[config.mk]
export PLATFORM = sky130hd
export DESIGN_NAME = blk_seq
export DESIGN_NICKNAME = d
export VERILOG_FILES = /design/src/rtl/blk_seq.sv
export SDC_FILE = /design/constraint.sdc
export NUM_CORES = 1
export LEC_CHECK = 0
export BUFFER_PORTS_ARGS = -buffer_cell sky130_fd_sc_hd__buf_4
export CORE_AREA = 2 2 315 317
export DETAILED_ROUTE_END_ITERATION = 8
export DIE_AREA = 0 0 317 319
export GPL_ROUTABILITY_DRIVEN = 0
export GPL_TIMING_DRIVEN = 1
export PLACE_DENSITY_LB_ADDON = 0.05
export SLEW_MARGIN = 20
export SYNTH_ARGS = -nofsm -noshare
export SYNTH_HDL_FRONTEND = slang
export SYNTH_SLANG_ARGS = --single-unit
[constraint.sdc]
create_clock -name clk -period 2.5 [get_ports clk]
set_input_delay 0.25 -clock clk [delete_from_list [all_inputs] [get_ports clk]]
set_output_delay 0.25 -clock clk [all_outputs]
set_load 0.1 [all_outputs]
[src/rtl/blk_seq.sv]
// Cipher-core sequencer: key load, then a batch of blocks with a scope trigger ahead of each core_drdy.
// Latency: core_drdy TRIG_DLY+1 cycles after cmd_run; the core paces via core_kvld/core_dvld, bounded by TIMEOUT.
module blk_seq #(
    parameter int TIMEOUT  = 1024,
    parameter int TRIG_DLY = 3
) (
    input  logic         clk,
    input  logic         rst,
    input  logic         cmd_key,
    input  logic         cmd_run,
    input  logic         cmd_abort,
    input  logic         err_clr,
    input  logic         chain,
    input  logic [15:0]  run_count,
    input  logic [127:0] kin,
    input  logic [127:0] din,
    input  logic         encdec,
    output logic [127:0] core_kin,
    output logic [127:0] core_din,
    output logic         core_encdec,
    output logic         core_krdy,
    output logic         core_drdy,
    output logic         core_rstn,
    input  logic         core_kvld,
    input  logic         core_dvld,
    input  logic [127:0] core_dout,
    output logic [127:0] dout,
    output logic         done,
    output logic         busy,
    output logic         trig,
    output logic         key_ok,
    output logic         err_nokey,
    output logic         err_tmo
);
    localparam int WW = $clog2(TIMEOUT + 1);
    localparam int TW = $clog2(TRIG_DLY + 1);

    typedef enum logic [2:0] {IDLE, KREQ, KWAIT, TRIG, DREQ, DWAIT} state_t;

    state_t        state;
    logic [15:0]   remaining;
    logic [WW-1:0] wait_cnt;
    logic [TW-1:0] trig_cnt;
    logic          wait_tmo;

    // A valid arriving on the last allowed cycle suppresses the timeout.
    assign wait_tmo = (((state == KWAIT) && !core_kvld) || ((state == DWAIT) && !core_dvld))
                      && (wait_cnt == WW'(TIMEOUT - 1));

    always_ff @(posedge clk) begin
        if (rst) begin
            state       <= IDLE;
            core_kin    <= '0;
            core_din    <= '0;
            core_encdec <= 1'b0;
            core_krdy   <= 1'b0;
            core_drdy   <= 1'b0;
            core_rstn   <= 1'b1;
            dout        <= '0;
            done        <= 1'b0;
            busy        <= 1'b0;
            trig        <= 1'b0;
            key_ok      <= 1'b0;
            err_nokey   <= 1'b0;
            err_tmo     <= 1'b0;
            remaining   <= '0;
            wait_cnt    <= '0;
            trig_cnt    <= '0;
        end else begin
            core_krdy <= 1'b0;
            core_drdy <= 1'b0;
            core_rstn <= 1'b1;
            done      <= 1'b0;
            // Error sets further down override this clear in the same cycle.
            if (err_clr) begin
                err_nokey <= 1'b0;
                err_tmo   <= 1'b0;
            end

            if ((state != IDLE) && cmd_abort) begin
                state     <= IDLE;
                busy      <= 1'b0;
                trig      <= 1'b0;
                core_rstn <= 1'b0;
                key_ok    <= 1'b0;
            end else if (wait_tmo) begin
                state     <= IDLE;
                busy      <= 1'b0;
                core_rstn <= 1'b0;
                key_ok    <= 1'b0;
                err_tmo   <= 1'b1;
            end else begin
                case (state)
                    IDLE: begin
                        if (cmd_key) begin
                            core_kin  <= kin;
                            core_krdy <= 1'b1;
                            busy      <= 1'b1;
                            state     <= KREQ;
                        end else if (cmd_run) begin
                            if (key_ok) begin
                                core_din    <= din;
                                core_encdec <= encdec;
                                remaining   <= (run_count == 16'd0) ? 16'd1 : run_count;
                                trig        <= 1'b1;
                                trig_cnt    <= TW'(1);
                                busy        <= 1'b1;
                                state       <= TRIG;
                            end else begin
                                err_nokey <= 1'b1;
                            end
                        end
                    end
                    KREQ: begin
                        wait_cnt <= '0;
                        state    <= KWAIT;
                    end
                    KWAIT: begin
                        if (core_kvld) begin
                            key_ok <= 1'b1;
                            busy   <= 1'b0;
                            state  <= IDLE;
                        end else begin
                            wait_cnt <= wait_cnt + WW'(1);
                        end
                    end
                    TRIG: begin
                        if (trig_cnt == TW'(TRIG_DLY)) begin
                            trig      <= 1'b0;
                            core_drdy <= 1'b1;
                            state     <= DREQ;
                        end else begin
                            trig_cnt <= trig_cnt + TW'(1);
                        end
                    end
                    DREQ: begin
                        wait_cnt <= '0;
                        state    <= DWAIT;
                    end
                    DWAIT: begin
                        if (core_dvld) begin
                            dout <= core_dout;
                            if (remaining != 16'd0) begin
                                remaining <= remaining - 16'd1;
                            end
                            if (remaining <= 16'd1) begin
                                done  <= 1'b1;
                                busy  <= 1'b0;
                                state <= IDLE;
                            end else begin
                                if (chain) begin
                                    core_din <= core_dout;
                                end
                                trig     <= 1'b1;
                                trig_cnt <= TW'(1);
                                state    <= TRIG;
                            end
                        end else begin
                            wait_cnt <= wait_cnt + WW'(1);
                        end
                    end
                    default: begin
                        busy  <= 1'b0;
                        trig  <= 1'b0;
                        state <= IDLE;
                    end
                endcase
            end
        end
    end
endmodule

-- Yosys cells after proc, flatten, opt, wreduce, memory -nomap -nowiden
Cells that the tools add are included.
Widths: inputs -> output; s select.
- bits in registers: 426
- logic and storage cells: 144
- add/sub/neg operators: 3
- magnitude comparators: 1
- eq/ne operators: 22
- muxes and demuxes: 59
- bitwise gates (word level): 9
- reductions and logical operators: 33
- operators by type and width (operator ; count):
    $mux 128 ; 6
    $pmux 128 s2 ; 1
    $mux 16 ; 6
    $pmux 11 s3 ; 1
    $pmux 16 s2 ; 1
    $mux 1 ; 25
    $mux 11 ; 2
    $ne 2x2->1 const B ; 11
    $mux 3 ; 6
    $pmux 3 s6 ; 1
    $reduce_and 9->1 ; 2
    $le 16x1->1 const B ; 1
    $logic_not 16->1 ; 1
    $reduce_and 8->1 ; 2
    $reduce_bool 16->1 ; 1
    $sub 16x1->16 const B ; 1
    $mux 2 ; 7
    $reduce_and 6->1 ; 2
    $add 11x1->11 const B ; 1
    $eq 11x10->1 const B ; 1
    $reduce_and 5->1 ; 2
    $not 1->1 ; 9
    $reduce_bool 3->1 ; 3
    $reduce_or 3->1 ; 3
    19 further kinds ; 31

-- Depth between registers and ports, before layout
Gate-level depths: netlist (run 1).
- word-level depth: 7
- depth in mapped cells: 9
- depth with buffers taken out: 6

-- Worst setup path after synthesis (run 1)
No wires, ideal clock.
- kind: register -> register
- from: reg key_ok
- to: reg remaining[1]
- arrival time: 2.446 ns
- slack: -0.079 ns
- cell stages (with the launch flop): 7
- path through: dfxtp_1 > nand3b_1 > a2111oi_4 > o211ai_1 > clkbuf_1 > a211oi_1 > a211oi_1
- cells in the longest elaborated chain, start to end: 2
- RTL lines (element ; RTL line ; source):
    start, declared ; 31 ; output logic key_ok,
    start signal, assigned ; 63 ; key_ok <= 1'b0;
    start signal, assigned ; 85 ; key_ok <= 1'b0;
    start signal, assigned ; 90 ; key_ok <= 1'b0;
    $ne 2x2->1 (no source line) ; n/a ;
    $reduce_and 8->1 (no source line) ; n/a ;
    end signal, assigned ; 104 ; remaining <= (run_count == 16'd0) ? 16'd1 : run_count;
    end signal, assigned ; 144 ; remaining <= remaining - 16'd1;
    end, declared ; 41 ; logic [15:0] remaining;
Every way passes these cells.
A chain may end at the register's enable or synchronous reset.

-- Final worst setup path (run 1)
- from: reg state[0]
- to: reg core_din[97]
- cells in the longest elaborated chain, start to end: 6
- RTL lines (element ; RTL line ; source):
    start, declared ; 40 ; state_t state;
    start signal, assigned ; 52 ; state <= IDLE;
    start signal, assigned ; 81 ; state <= IDLE;
    start signal, assigned ; 87 ; state <= IDLE;
    $eq 3x2->1 / $eq 3x3->1 (equally long branches) ; 47, 93 ;
    $logic_and 1x1->1 ; 47 ; assign wait_tmo = (((state == KWAIT) && !core_kvld) || ((state == DWAIT) && !core_dvld))
    $logic_or 1x1->1 ; 47 ;
    $logic_and 1x1->1 ; 48 ; && (wait_cnt == WW'(TIMEOUT - 1));
    $not 1->1 (no source line) ; n/a ;
    $reduce_and 9->1 (no source line) ; n/a ;
    end signal, assigned ; 102 ; core_din <= din;
    end signal, assigned ; 152 ; core_din <= core_dout;
    end, declared ; 19 ; output logic [127:0] core_din,
Several ways; a longest one is shown, not always the timed one.

==> impl_metrics.json, run 1 <==
{
  "p_total_mw": 23.4,
  "holdWs_ps": 64.9,
  "drcViolationCount": 0,
  "syn_inst": 2180,
  "cp.required_ps": 3010,
  "worst_ir_drop_vdd_uv": 481,
  "switching_power_mw": 9.08,
  "p_int_mw": 14.3,
  "setup_tns_ps": 0,
  "comb_power_share_pct": 33.2,
  "drtPass1Iterations": 5,
  "routed_wl_mm": 96.2,
  "die_x_um": 317,
  "final-setup-viol-count": 0,
  "synth_edf_count": 0,
  "grt_max_degree": 124,
  "std_cell_rows": 115,
  "crit_type": "register to register",
  "place_ws_ps": 142,
  "synth_largest_area_cell": "dfxtp_1",
  "die_y_um": 319,
  "synth_top_family_by_area": "compound AO/OA/AOI/OAI gates",
  "post_drt_wl_per_cell_um": 20.7,
  "first_iter_violations": 985,
  "period_share_pct": 92.8,
  "io_pins": 804,
  "ctsHoldBuffers": 400,
  "grt_antenna_before_repair": 7,
  "layout-drive-gt1-share_pct": 29.2,
  "numClockSinks": 426,
  "holdCritPathClass": "primary input to register",
  "cap_violations": 0,
  "synthArstFlopShare_pct": 0,
  "clock.fmax_mhz": 431,
  "grt_pass1_vias": 21000,
  "dieArea_um2": 101000,
  "final_hold_viol_count": 0,
  "status": "completed",
  "port_buffers": 803,
  "slew_violations": 0,
  "clockRootBuffer": "clkbuf_16",
  "fin_ws_ps": 179,
  "start_util_pct": 18.1,
  "syn_nets": 2595,
  "yosysSeqAreaShare_pct": 48.1,
  "holdPathStages": 4,
  "muxShareOfSynthArea_pct": 0.177,
  "cts_buffers": 57,
  "cts_tree": "done",
  "overflow": 0,
  "cp.arrival_ps": 2830,
  "switching_share_pct": 38.8,
  "skew_ps": 21.2,
  "grt_pass1_wl_mm": 140,
  "worst_pin_slew_ps": 845,
  "cp-start-kind": "register",
  "yosys.area_share.adder_pct": 0.353,
  "critPathMaxFanout": 18,
  "rsz0062_at_grt": "no",
  "leakage_nw": 14.3,
  "track_usage_pct": 18.3,
  "fin_nets": 3731,
  "syn_area_um2": 17700,
  "fin_cells": 4643,
  "cts_resized": 0,
  "via_per_inst": 4.39,
  "antenna_left": 0,
  "seq_power_share_pct": 32.7,
  "rr_worst_depth": 6,
  "relSlewSlack_pct": 43.7,
  "core_area_um2": 97700,
  "clockBufferDepth": 3,
  "htree_levels": 2,
  "synth-seq-cells": 426,
  "pwr-share-clk_pct": 34.1,
  "synth_top_area_share_pct": 48.1,
  "power_density_nw_per_um2": 747,
  "insertion_delay_ps": 630,
  "avgSynthCellArea_um2": 8.13,
  "synthFlopType": "dfxtp_1",
  "path_clk_slew_ps": 60,
  "dp_hpwl_mm": 69.3,
  "ys_warn_count": 0,
  "yosys.area_share.simple_pct": 20.4,
  "fill_cells": 10400,
  "r2r_slack_ps": 180,
  "synth_compound_area_share_pct": 25.1,
  "syn2layout_area_growth_pct": 76.5,
  "post_cts_buffers": 0,
  "yosys-top-cells-area": "dfxtp_1 48%, nand2_1 17%, a21oi_1 8.2%",
  "synth_xor_area_share_pct": 0.247,
  "vias": 20400,
  "layout_min_cycle_time_ps": 2320,
  "dp.cells": 4144,
  "end_kind": "register",
  "ys_types": 61
}
## per-stage QoR
step | area [µm²] | util (%)
3_5_place_dp | 25500 | 26.1
6_report | 31300 | 32.0
3_3_place_gp | 25500 | 26.1
2_1_floorplan | 17700 | -
4_1_cts | 31300 | 32.0
5_1_grt | 31300 | 32.0
## sequential cells by signal (all words and copies together), names as in the netlist, 2 cells and up
register	cells
core_din	128
core_kin	128
dout	128
remaining	16
state	3
trig_cnt	2
wait_cnt	11
## cell usage in the layout (no fill, tap or decap), drive strengths merged, types with 4 or more instances in the layout
cell type    synthesis  routed
ha                   5       5
and3                 4       4
a21o                 8       8
nor4                 7       7
a31oi                6       6
o31ai                6       6
a21oi              291     291
clkbuf             114      89
o21ai               20      20
or3                  9       9
o2111ai            128     128
dfxtp              426     426
nand2              803     803
nand2b               5       5
dlygate4sd3          0     400
nand3               10      10
diode                0       4
nand4                4       4
nor2                28      28
o211a              129     129
inv                  9       9
a211oi               9       9
xnor2                5       5
buf                 91     882
a32oi                4       4
nor3                12      12
## layout make-up
class / instances / area [µm²] / area share [%]
Clock inverter: 6 / 82.6 / 0.264
Inverter: 9 / 36.3 / 0.116
Clock buffer: 89 / 1690 / 5.39
Antenna cell: 4 / 10.0 / 0.0320
Tap cell: 1287 / 1610 / 5.15
Multi-Input combinational cell: 1540 / 8240 / 26.4
Timing Repair Buffer: 1282 / 11100 / 35.4
Sequential cell: 426 / 8530 / 27.3
## worst paths after layout
path | start | endpoint
worst max-delay path | state[0]$_SDFFE_PP0P_ | core_din[97]$_SDFFE_PP0P_
worst max register to register | state[0]$_SDFFE_PP0P_ | core_din[97]$_SDFFE_PP0P_
worst min-delay path | din[10] | core_din[10]$_SDFFE_PP0P_
worst min register to register | core_kin[92]$_SDFFE_PP0P_ | core_kin[92]$_SDFFE_PP0P_
## metal layers
| metal | up-vias | part of all wire (%) | wire length [µm] | GRT usage, % |
|---|---|---|---|---|
| li1 | 9868 | - | - | - |
| met1 | 9688 | 40 | 38100 | 21.0 |
| met2 | 672 | 49 | 47100 | 31.9 |
| met3 | 142 | 8.1 | 7750 | 5.49 |
| met4 | 6 | 3.4 | 3230 | 6.48 |
| met5 | - | 0.039 | 38 | 0 |
## power groups by stage
stage	sequential, mW	clock [mW]	combinational, mW
final	7.65	7.97	7.76
after global routing	7.71	8.56	8.12
after CTS	7.65	8.32	7.85
after detailed placement	7.78	0	7.28
after global placement	7.77	0	7.27
after floorplan	11.2	0	1.52
## cells in the mapped netlist (all sizes together), types with 2 or more instances
cell type,count
nand2,803
dfxtp,426
a21oi,291
o211a,129
o2111ai,128
clkbuf,114
buf,91
nor2,28
o21ai,20
nor3,12
nand3,10
a211oi,9
inv,9
or3,9
a21o,8
nor4,7
a31oi,6
o31ai,6
ha,5
nand2b,5
xnor2,5
a32oi,4
and3,4
nand4,4
a211o,3
nand3b,3
nor3b,3
o31a,3
o32ai,3
or4,3
mux2i,2
nor2b,2
nor4b,2
o22ai,2
or2,2
## cell families (layout without fill, tap and decap cells)
kind of cell / after synthesis / in the layout
XOR/XNOR: 5 / 5
AO/OA/AOI/OAI: 625 / 625
multiplexers: 3 / 3
adder cells (fa/ha/maj): 5 / 5
other: 0 / 4
buffers and inverters: 214 / 1386
AND/OR/NAND/NOR: 902 / 902
flip-flops: 426 / 426
## critical path, stage by stage (launching register included)
cell	delay, ps
dfxtp_1	420
o31a_1	390
a2111oi_4	440
buf_12	240
buf_4	280
o2111ai_1	200
o211a_1	180
(Power assumes the default switching activity.)
==> run 2: changes to the inputs <==
--- a/config.mk
+++ b/config.mk
@@ -6,9 +6,9 @@
 export NUM_CORES = 1
 export LEC_CHECK = 0
 export BUFFER_PORTS_ARGS = -buffer_cell sky130_fd_sc_hd__buf_4
-export CORE_AREA = 2 2 315 317
+export CORE_AREA = 2 2 313 315
 export DETAILED_ROUTE_END_ITERATION = 8
-export DIE_AREA = 0 0 317 319
+export DIE_AREA = 0 0 315 317
 export GPL_ROUTABILITY_DRIVEN = 0
 export GPL_TIMING_DRIVEN = 1
 export PLACE_DENSITY_LB_ADDON = 0.05
==> constraint.sdc (replaced) <==
create_clock -name clk -period 2.4 [get_ports clk]
set_input_delay 0.24 -clock clk [delete_from_list [all_inputs] [get_ports clk]]
set_output_delay 0.24 -clock clk [all_outputs]
set_load 0.1 [all_outputs]
==> run 2 against run 1 <==
Net effect: combinational power is 4.9% higher; clock skew is 2.1 ps higher; clock power is 9.5% higher; worst setup slack worse by 57 ps; cell count hardly changed; worst hold slack worse by 17 ps; critical path type unchanged; flip-flop and latch count stayed put; via count is 0.17% lower; critical endpoint is now core_din[96]$_SDFFE_PP0P_; final area is 0.66% higher; non-clock buffer count is 1 higher; sequential power is 3.8% higher.
==> impl_metrics.json, run 2 (synthesized netlist as in run 1, its figures left out) <==
{
  "htree_levels": 2,
  "die_x_um": 315,
  "grt_pass1_vias": 20800,
  "crit_type": "register to register",
  "path_clk_slew_ps": 60,
  "cp.arrival_ps": 2860,
  "stdcell_area_um2": 31500,
  "io_pins": 804,
  "placed_cell_area_um2": 25500,
  "crit_slowest_cell": "o31a_2",
  "final_hold_viol_count": 0,
  "period_share_pct": 94.9,
  "drcViolationCount": 0,
  "top_regs": "core_din x128, core_kin x128, dout x128",
  "mostFrequentLayoutCell": "buf_4",
  "cts_tree": "done",
  "overflow": 0,
  "die_y_um": 317,
  "first_iter_violations": 852,
  "cp.required_ps": 2980,
  "slowest_delay_ps": 450,
  "power_density_nw_per_um2": 788,
  "holdCritPathClass": "primary input to register",
  "dp_hpwl_mm": 68.6,
  "post_cts_buffers": 0,
  "std_cell_rows": 114,
  "clock.fmax_mhz": 439,
  "port_buffers": 803,
  "final-setup-viol-count": 0,
  "utilization_pct": 32.7,
  "core_area_um2": 96300,
  "via_per_inst": 4.38,
  "leakage_nw": 14.4,
  "path_cells": "inv_1, ha_1, nor2_2, o31a_2, buf_16, o2111ai_1, o211a_1",
  "cp_top_family": "compound AO/OA/AOI/OAI gates",
  "end_kind": "register",
  "layout-drive-gt1-share_pct": 29.5,
  "dieArea_um2": 99900,
  "clockBufferDepth": 3,
  "numClockSinks": 426,
  "track_usage_pct": 18.1,
  "worst_ir_drop_vdd_uv": 532,
  "syn2layout_area_growth_pct": 77.7,
  "relSlewSlack_pct": 53.7,
  "slew_violations": 0,
  "grt_pass1_wl_mm": 137,
  "start_util_pct": 18.4,
  "layout_min_cycle_time_ps": 2280,
  "clockRootBuffer": "clkbuf_16",
  "routed_wl_mm": 95.1,
  "grt_max_degree": 120,
  "skew_ps": 23.3,
  "drtPass1Iterations": 5,
  "cap_violations": 0,
  "r2r_slack_ps": 120,
  "antenna_left": 0,
  "status": "completed",
  "insertion_delay_ps": 650,
  "cts_buffers": 57,
  "grt_antenna_before_repair": 8,
  "cp-start-kind": "register",
  "fin_nets": 3732,
  "fill_cells": 10300,
  "critPathMaxFanout": 68,
  "vias": 20300,
  "worst_pin_slew_ps": 695,
  "path_buf_inv": 2,
  "final_cell_mix": "840 x buf_4, 802 x nand2_1, 423 x dfxtp_1",
  "post_drt_wl_per_cell_um": 20.5
}
run 2: area by class of cell:
cell class                      count  area, µm²  share of cell area [%]
Sequential cell                   426       8530                    27.1
Clock inverter                     15        186                   0.592
Clock buffer                       91       1710                    5.45
Antenna cell                        6       15.0                  0.0477
Tap cell                         1276       1600                    5.07
Multi-Input combinational cell   1540       8250                    26.2
Timing Repair Buffer             1283      11100                    35.4
Inverter                            9       36.3                   0.115
run 2: tightest hold or removal path, delay by kind of cell:
family	cells	cell delay, ps
AND/OR/NAND/NOR	1	40
buffers and inverters	1	80
AO/OA/AOI/OAI	2	290
run 2: final timing paths:
path                              start                          to  cells after the start
max           remaining[1]$_SDFFE_PP0P_   core_din[96]$_SDFFE_PP0P_                      7
min                             din[96]   core_din[96]$_SDFFE_PP0P_                      4
min reg2reg  core_kin[119]$_SDFFE_PP0P_  core_kin[119]$_SDFFE_PP0P_                      2
max reg2reg   remaining[1]$_SDFFE_PP0P_   core_din[96]$_SDFFE_PP0P_                      7
run 2: layer usage:
layer,share of wire [%],global-route usage [%],up-vias
met3,7.0,5.09,134
li1,-,-,9902
met5,0.022,0,-
met2,50,32.3,608
met4,3.3,6.40,4
met1,39,20.4,9693
run 2: power by group:
part / leakage, nW / internal [mW] / switching, mW
Sequential: 3.47 / 7.63 / 0.317
Clock: 0.920 / 5.19 / 3.54
Combinational: 10.0 / 2.36 / 5.78
run 2: per-stage QoR:
step / cells / hold slack (ps) / total power, mW / setup TNS (ps) / setup WS (ps)
2_1_floorplan: 2180 / 376 / 13.3 / 0 / 207
3_3_place_gp: 4131 / 443 / 15.7 / 0 / 81.4
3_5_place_dp: 4131 / 448 / 15.7 / 0 / 55.0
4_1_cts: 4640 / 0.0747 / 25.3 / 0 / 34.2
5_1_grt: 4645 / 51.5 / 25.9 / -0.649 / -0.649
6_report: 4646 / 47.9 / 24.8 / 0 / 122
run 2: timing repair:
item / 4_1_cts / 5_1_grt
gates resized for setup: 0 / 5
hold buffers: 403 / 0
setup endpoints to repair: 0 / 43
endpoints found under the hold margin: 405 / 0
